===== src/rtl/alu_mul_sequencer.sv =====
// Shift-add multiplier sequencer that borrows the CPU's single 32-bit ALU.
// While idle, the ALU is a straight bypass of the CPU controls. While busy, the FSM owns the ALU and the CPU stalls.
module alu_mul_sequencer #(
  parameter int ITER_MAX   = 32,
  parameter bit EARLY_EXIT = 1'b1
) (
  input  logic        clk,
  input  logic        reset_n,
  input  logic        start,
  input  logic [31:0] op_a,
  input  logic [31:0] op_b,
  input  logic [31:0] byp_a,
  input  logic [31:0] byp_b,
  input  logic [5:0]  byp_fun,
  input  logic        byp_sign,
  input  logic [31:0] alu_s,
  output logic [31:0] alu_a,
  output logic [31:0] alu_b,
  output logic [5:0]  alu_fun,
  output logic        alu_sign,
  output logic        busy,
  output logic        done,
  output logic [31:0] result
);

  localparam logic [2:0] S_IDLE = 3'd0;
  localparam logic [2:0] S_ADD  = 3'd1;
  localparam logic [2:0] S_SHL  = 3'd2;
  localparam logic [2:0] S_SHR  = 3'd3;
  localparam logic [2:0] S_DONE = 3'd4;

  localparam logic [5:0] FUN_ADD = 6'b000000;
  localparam logic [5:0] FUN_SLL = 6'b100000;
  localparam logic [5:0] FUN_SRL = 6'b100001;

  localparam logic [5:0] ITER_LAST = 6'(ITER_MAX);

  logic [2:0]  r_state;
  logic [2:0]  w_nextState;
  logic [31:0] r_acc;
  logic [31:0] r_mcand;
  logic [31:0] r_mplier;
  logic [31:0] r_result;
  logic [5:0]  r_cnt;
  logic [5:0]  w_cntNext;
  logic        w_lastIter;

  // In SHR, alu_s is the multiplier after the shift, so an all-zero result means no set bits remain.
  assign w_cntNext  = r_cnt + 6'd1;
  assign w_lastIter = (w_cntNext == ITER_LAST) || (EARLY_EXIT && (alu_s == 32'd0));

  always_comb begin
    w_nextState = r_state;
    case (r_state)
      S_IDLE:  if (start) w_nextState = S_ADD;
      S_ADD:   w_nextState = S_SHL;
      S_SHL:   w_nextState = S_SHR;
      S_SHR:   w_nextState = w_lastIter ? S_DONE : S_ADD;
      S_DONE:  w_nextState = S_IDLE;
      default: w_nextState = S_IDLE;
    endcase
  end

  always_ff @(posedge clk or negedge reset_n) begin
    if (!reset_n) r_state <= S_IDLE;
    else          r_state <= w_nextState;
  end

  always_ff @(posedge clk or negedge reset_n) begin
    if (!reset_n) begin
      r_acc    <= 32'd0;
      r_mcand  <= 32'd0;
      r_mplier <= 32'd0;
      r_cnt    <= 6'd0;
      r_result <= 32'd0;
    end else begin
      case (r_state)
        S_IDLE: begin
          if (start) begin
            r_mcand  <= op_a;
            r_mplier <= op_b;
            r_acc    <= 32'd0;
            r_cnt    <= 6'd0;
          end
        end
        S_ADD: begin
          if (r_mplier[0]) r_acc <= alu_s;
        end
        S_SHL: begin
          r_mcand <= alu_s;
        end
        S_SHR: begin
          r_mplier <= alu_s;
          r_cnt    <= w_cntNext;
          if (w_lastIter) r_result <= r_acc;
        end
        default: ;
      endcase
    end
  end

  // Bypass is the default, so the CPU regains the ALU in the same cycle the FSM returns to idle or is reset.
  always_comb begin
    alu_a    = byp_a;
    alu_b    = byp_b;
    alu_fun  = byp_fun;
    alu_sign = byp_sign;
    case (r_state)
      S_ADD: begin
        alu_a    = r_acc;
        alu_b    = r_mcand;
        alu_fun  = FUN_ADD;
        alu_sign = 1'b0;
      end
      S_SHL: begin
        alu_a    = 32'd1;
        alu_b    = r_mcand;
        alu_fun  = FUN_SLL;
        alu_sign = 1'b0;
      end
      S_SHR: begin
        alu_a    = 32'd1;
        alu_b    = r_mplier;
        alu_fun  = FUN_SRL;
        alu_sign = 1'b0;
      end
      S_DONE: begin
        alu_a    = 32'd0;
        alu_b    = 32'd0;
        alu_fun  = FUN_ADD;
        alu_sign = 1'b0;
      end
      default: ;
    endcase
  end

  assign busy   = (r_state != S_IDLE);
  assign done   = (r_state == S_DONE);
  assign result = r_result;

endmodule


===== config.mk =====
export PLATFORM = sky130hd
export DESIGN_NAME = alu_mul_sequencer
export DESIGN_NICKNAME = d
export VERILOG_FILES = /design/src/rtl/alu_mul_sequencer.sv
export SDC_FILE = /design/constraint.sdc
export NUM_CORES = 1
export LEC_CHECK = 0
export ABC_CLOCK_PERIOD_IN_PS = 2100
export BUFFER_PORTS_ARGS = -buffer_cell sky130_fd_sc_hd__clkbuf_2
export CORE_AREA = 2 2 133 135
export DETAILED_ROUTE_END_ITERATION = 8
export DIE_AREA = 0 0 135 137
export PLACE_DENSITY = 0.77
export SLEW_MARGIN = 20
export SYNTH_ARGS = -nofsm -noshare
export SYNTH_HDL_FRONTEND = slang
export SYNTH_SLANG_ARGS = --single-unit

===== constraint.sdc =====
create_clock -name clk -period 2.1 [get_ports clk]
set_clock_uncertainty 0.2 [all_clocks]
set_input_delay 0.21 -clock clk [delete_from_list [all_inputs] [get_ports clk]]
set_output_delay 0.21 -clock clk [all_outputs]
set_load 0.005 [all_outputs]

==> impl_metrics.tcl, run 1 <==
set metrics [dict create \
    async_flop_share 1.00 \
    synth_compound_area_frac 0.171 \
    hp-start "alu_s[18]" \
    drive_gt1_frac 0.410 \
    maxCapViolCount 0 \
    r2r-start "r_cnt[1]" \
    hpwl_um 17900 \
    drt_iter0_drc 543 \
    slowest_delay_ns 0.41 \
    yosys.area.top_type "dfrtp_1" \
    io_buffers 274 \
    vias_per_cell 5.53 \
    die_y_um 137 \
    cts_buffers 17 \
    status "complete, but fails checks" \
    antenna_left 0 \
    synth_xor_xnor_area_share 0.00339 \
    insertion_delay_ns 0.42 \
    final_common_cell "clkbuf_2" \
    yosysUniqueCellTypes 42 \
    syn_area_mm2 0.00774 \
    rows 48 \
    rr_worst_depth 7 \
    synth-main-ff-cell "dfrtp_1" \
    startpoint_type "register" \
    path_cells "buf_4 > or3_4 > nand2_8 > buf_12 > a22o_1 > clkbuf_2" \
    syn_avg_cell_area_um2 9.39 \
    wl_per_cell_um 19.5 \
    synthMuxAreaShare 0.185 \
    overflow 0 \
    yosysWarnings 0 \
    cellLeakagePower_nw 5.87 \
    gp_congestion 0.887 \
    cp.arrival_ns 1.95 \
    core_mm2 0.0171 \
    grt_max_degree 65 \
    fin_crit_ns 2.36 \
    cts_root_buf "clkbuf_16" \
    slowest_stage "dfrtp_2" \
    final_cell_mix "clkbuf_2 (246), nand2_1 (135), dfrtp_1 (134), dlygate4sd3_1 (95), mux2i_1 (91)" \
    first_global_vias 7642 \
    syn2layout_area_growth_pct 56.9 \
    clk_path_buf_depth 2 \
    grt_pass1_wl_um 41800 \
    hold_end "r_mplier[18]" \
    worstMarginPinSlew_ns 0.565 \
    rsz0062_at_grt "yes" \
    place_area_mm2 0.00973 \
    clock.fmax_mhz 424 \
    die_w_um 135 \
    initial_core_util 0.454 \
    die_area_mm2 0.0185 \
    power.total_mw 17.0 \
    final_cells 1477 \
    htreeDepth 4 \
    track_usage 0.294 \
    rrSetupSlack_ns -0.02 \
    hold_viol_final 0 \
    setup_viol 76 \
    violations "setup timing" \
    maxSlewViolCount 0 \
    synth_top_family_by_area "multiplexers" \
    crit_type "register to primary output" \
    finalCritPeriodShare 1.12 \
    cts_tree "built" \
    critPathRequiredTime_ns 1.69 \
    worstHoldPathCells 4 \
    yosysSeqAreaShare 0.443 \
    dr.pass1.iters 7 \
    hold_ws_ns 0.00776 \
    drt_wl_total_um 28800 \
    nets 1409 \
    yosysTopAreaCellShare 0.443 \
    dr_total_vias 8163 \
    end_kind "primary output" \
    dp.cells 1324 \
    synth_cells 824 \
    drc 0 \
    fin_area_mm2 0.0121 \
    crit_path_max_fanout 10 \
    max-slew-margin-rel 0.623 \
    synth-seq-cells 137 \
    setup_slack_ns -0.259 \
    nFillCells 1211 \
    antenna_found_initial 0 \
    cts_num_sinks 137 \
    synth_area_leaders "dfrtp_1 (44%), mux2i_1 (12%), nand2_1 (6.6%)" \
    rr_endpoint "result[30]" \
    syn-num-nets 996 \
    fin_util 0.712 \
    hp-class "primary input to register" \
    ir_drop_uv 803 \
    clk_pin_slew_ns 0.06 \
    synth_fa_ha_area_frac 0.00323 \
    ios 275 \
    synthSimpleGateAreaFrac 0.145 \
    synth-edff-count 0 \
    p_per_area_mw_per_mm2 1400 \
]
-- area by class of cell --
class | instances | area (um^2) | area share
multi-input cells | 614 | 4300 | 0.354
repair buffers | 464 | 3510 | 0.289
flip-flops and latches | 137 | 3430 | 0.283
clock buffers | 20 | 467 | 0.0384
well taps | 225 | 282 | 0.0232
clock inverters | 12 | 140 | 0.0115
inverters | 3 | 11.3 | 0.000927
diodes | 2 | 5.00 | 0.000412
-- worst max-delay path, delay by kind of cell (launching register included) --
family,cells,cell delay (ns)
flops,1,0.41
simple gates,2,0.51
buf+inv,3,0.44
compound gates,1,0.17
-- metrics by stage --
stage               worst slack (ns)  setup TNS [ns]
floorplan                      0.101               0
global placement              -0.154           -4.79
detailed placement            -0.122           -3.64
CTS                           -0.220          -12.39
global route                  -0.321          -19.63
finish                        -0.259          -12.64
-- worst max path at each step --
stage / startpoint / to / slack [ns] / cells past startpoint
after floorplan: r_cnt[0] / result[10] / 0.10 / 7
after global placement: alu_s[0] / result[23] / -0.15 / 7
after detailed placement: alu_s[0] / result[28] / -0.12 / 7
after CTS: r_state[2] / alu_a[1] / -0.22 / 5
after global routing: r_state[0] / alu_b[19] / -0.32 / 8
final: r_state[0] / alu_a[1] / -0.26 / 6
-- flip-flops by register name, indices dropped and copies added (netlist names) --
name	flops
result	32
r_cnt	6
r_acc	32
r_state	3
r_mplier	32
r_mcand	32
-- synth_stat cells, types with 3 or more instances --
library cell and instances:
dfrtp_1 137, nand2_1 136, nor2_1 100, mux2i_1 96
o21ai_0 88, a31oi_1 34, a211oi_1 33, a22o_1 32
buf_2 31, mux2_4 29, clkbuf_1 27, o21ai_1 15
buf_6 8, nor4_1 8, and2_1 5, buf_4 4
a21oi_1 3, mux2_2 3, nand4_1 3
-- layer usage --
metal  routed length (um)  GRT usage  vias up  share of wire
met5                    0          0        -              0
met4                  688      0.102        0          0.024
met3                 1850     0.0537       54          0.064
met2                14000      0.480      377           0.49
met1                12200      0.394     3973           0.43
li1                     -          -     3759              -
-- power breakdown --
group,switching [mW],internal [mW]
sequential,0.954,3.67
clock,1.20,1.86
combinational,4.84,4.51
-- cell families (layout without fill, tap and decap cells) --
family	after synthesis	after routing
xor+xnor	3	3
compound gates	211	211
fa+ha+maj	2	2
flops	137	137
simple gates	270	270
buf+inv	73	499
other cells	0	2
mux	128	128
-- what timing repair did --
item | CTS | global route
cloned | 7 | 6
hold buffers | 95 | 0
endpoints found under the setup margin | 103 | 167
pin swaps | 25 | 51
buffers inserted | 15 | 6
endpoints found under the hold margin | 138 | 0
resized for setup | 63 | 85
No activity file was read; power rests on OpenSTA's default activity.
==> run 2, diff against run 1 <==
Settings changed: CTS_BUF_LIST set to sky130_fd_sc_hd__clkbuf_16.
==> impl_metrics.tcl, run 2 (synthesis results as in run 1) <==
set metrics [dict create \
    cts_root_buf "clkbuf_16" \
    nFillCells 1200 \
    hold_ws_ns 0.00367 \
    syn2layout_area_growth_pct 59.6 \
    antenna_found_initial 2 \
    power_frac_comb 0.565 \
    maxSlewViolCount 0 \
    slowest_delay_ns 0.50 \
    first_global_vias 7646 \
    insertion_delay_ns 0.42 \
    grt_max_degree 65 \
    final_common_cell "clkbuf_2" \
    p_per_area_mw_per_mm2 1410 \
    die_w_um 135 \
    dp.cells 1324 \
    rows 48 \
    critPathRequiredTime_ns 1.69 \
    grt_pass1_wl_um 41600 \
    hold_viol_final 0 \
    ios 275 \
    gp_congestion 0.887 \
    drc 0 \
    overflow 0 \
    crit_path_max_fanout 10 \
    final_cell_mix "clkbuf_2 (259), dfrtp_1 (134), nand2_1 (133), dlygate4sd3_1 (95), nor2_1 (89)" \
    hold_end "r_mplier[18]" \
    dr_total_vias 8419 \
    rrSetupSlack_ns -0.14 \
    cp.arrival_ns 1.95 \
    io_buffers 274 \
    vias_per_cell 5.64 \
    hp-class "primary input to register" \
    internal_power_mw 10.3 \
    cts_num_sinks 137 \
    hpwl_um 17900 \
    setup_slack_ns -0.264 \
    wl_per_cell_um 20.2 \
    track_usage 0.292 \
    max-slew-margin-rel 0.605 \
    swShare 0.412 \
    end_kind "primary output" \
    r2r-start "r_state[0]" \
    violations "setup timing" \
    die_y_um 137 \
    die_area_mm2 0.0185 \
    cts_tree "built" \
    fin_crit_ns 2.36 \
    rr_worst_depth 7 \
    fin_area_mm2 0.0124 \
    rr_endpoint "r_mcand[21]" \
    slowest_stage "dfrtp_2" \
    startpoint_type "register" \
    maxCapViolCount 0 \
    htreeDepth 4 \
    setup_viol 185 \
    drt_wl_total_um 30200 \
    ir_drop_uv 790 \
    status "complete, but fails checks" \
    antenna_left 0 \
    final_cells 1493 \
    worstMarginPinSlew_ns 0.587 \
    cellLeakagePower_nw 6.01 \
    nets 1424 \
    hp-start "alu_s[18]" \
    crit_type "register to primary output" \
    dr.pass1.iters 5 \
    rsz0062_at_grt "yes" \
    p_switching_mw 7.20 \
    power.total_mw 17.5 \
    clk_path_buf_depth 2 \
    drt_iter0_drc 608 \
    p_seq_frac 0.265 \
    finalCritPeriodShare 1.13 \
    clock.fmax_mhz 423 \
    clock_power_share 0.170 \
    place_area_mm2 0.00973 \
    clk_pin_slew_ns 0.06 \
    worstHoldPathCells 4 \
    fin_util 0.725 \
    core_mm2 0.0171 \
    initial_core_util 0.454 \
    path_cells "or2_4 > nand2_4 > nand2_8 > buf_12 > a22o_1 > clkbuf_2" \
    drive_gt1_frac 0.407 \
    cts_buffers 17 \
]
[run 2: changes by cell type in the layout (fill, tap and decap cells not counted), moves of 7 or more]
cell,before,now
buf_2,27,13
a211oi_1,3,10
nor2_1,80,89
o21ai_0,87,61
clkbuf_16,23,32
o21ai_1,16,42
a211oi_2,30,23
clkbuf_2,246,259
[run 2: worst max-delay path: cells and delay by family (launching register included)]
family	cells	cell delay, ns
flops	1	0.50
buf+inv	2	0.29
simple gates	3	0.50
compound gates	1	0.25
[run 2: worst max-delay path by stage]
stage / from / endpoint / slack [ns] / depth (start not counted)
CTS: r_state[2] / alu_a[1] / -0.22 / 5
finish: r_state[0] / alu_a[1] / -0.26 / 6
global route: r_state[0] / alu_b[19] / -0.30 / 7
global placement: alu_s[0] / result[23] / -0.15 / 7
detailed placement: alu_s[0] / result[28] / -0.12 / 7
floorplan: r_cnt[0] / result[10] / 0.10 / 7
[run 2: final cells by class]
class / instances / area (um^2) / area share
multi-input combinational: 614 / 4260 / 0.344
antenna: 3 / 7.51 / 0.000607
clock buffer: 17 / 425 / 0.0344
clock inverter: 15 / 151 / 0.0123
tap: 225 / 282 / 0.0228
inverter: 3 / 11.3 / 0.000911
timing repair buffer: 479 / 3790 / 0.307
sequential: 137 / 3430 / 0.278
[run 2: layer usage]
layer,wire length [um],GRT usage,up-vias
li1,-,-,3794
met1,12300,0.393,4082
met2,14700,0.477,461
met3,2290,0.0504,82
met4,896,0.100,0
met5,0,0,-
[run 2: what timing repair did]
item | CTS | global route
pin swaps | 25 | 28
resized for setup | 62 | 84
gates cloned | 7 | 17
hold buffers | 95 | 0
setup buffers | 15 | 6
endpoints found under the setup margin | 103 | 167
endpoints found under the hold margin | 138 | 0
[run 2: through the flow]
stage / worst slack, ns / setup TNS [ns]
floorplan: 0.101 / 0
global placement: -0.154 / -4.79
detailed placement: -0.122 / -3.64
CTS: -0.220 / -12.26
global route: -0.296 / -32.23
finish: -0.264 / -20.90
[run 2: power groups by stage]
stage	Combinational [mW]	Sequential [mW]	Clock, mW
floorplan	4.82	4.22	0
global placement	7.20	4.45	0
detailed placement	7.38	4.52	0
CTS	8.72	4.52	2.97
global route	10.6	4.71	3.13
finish	9.87	4.63	2.97
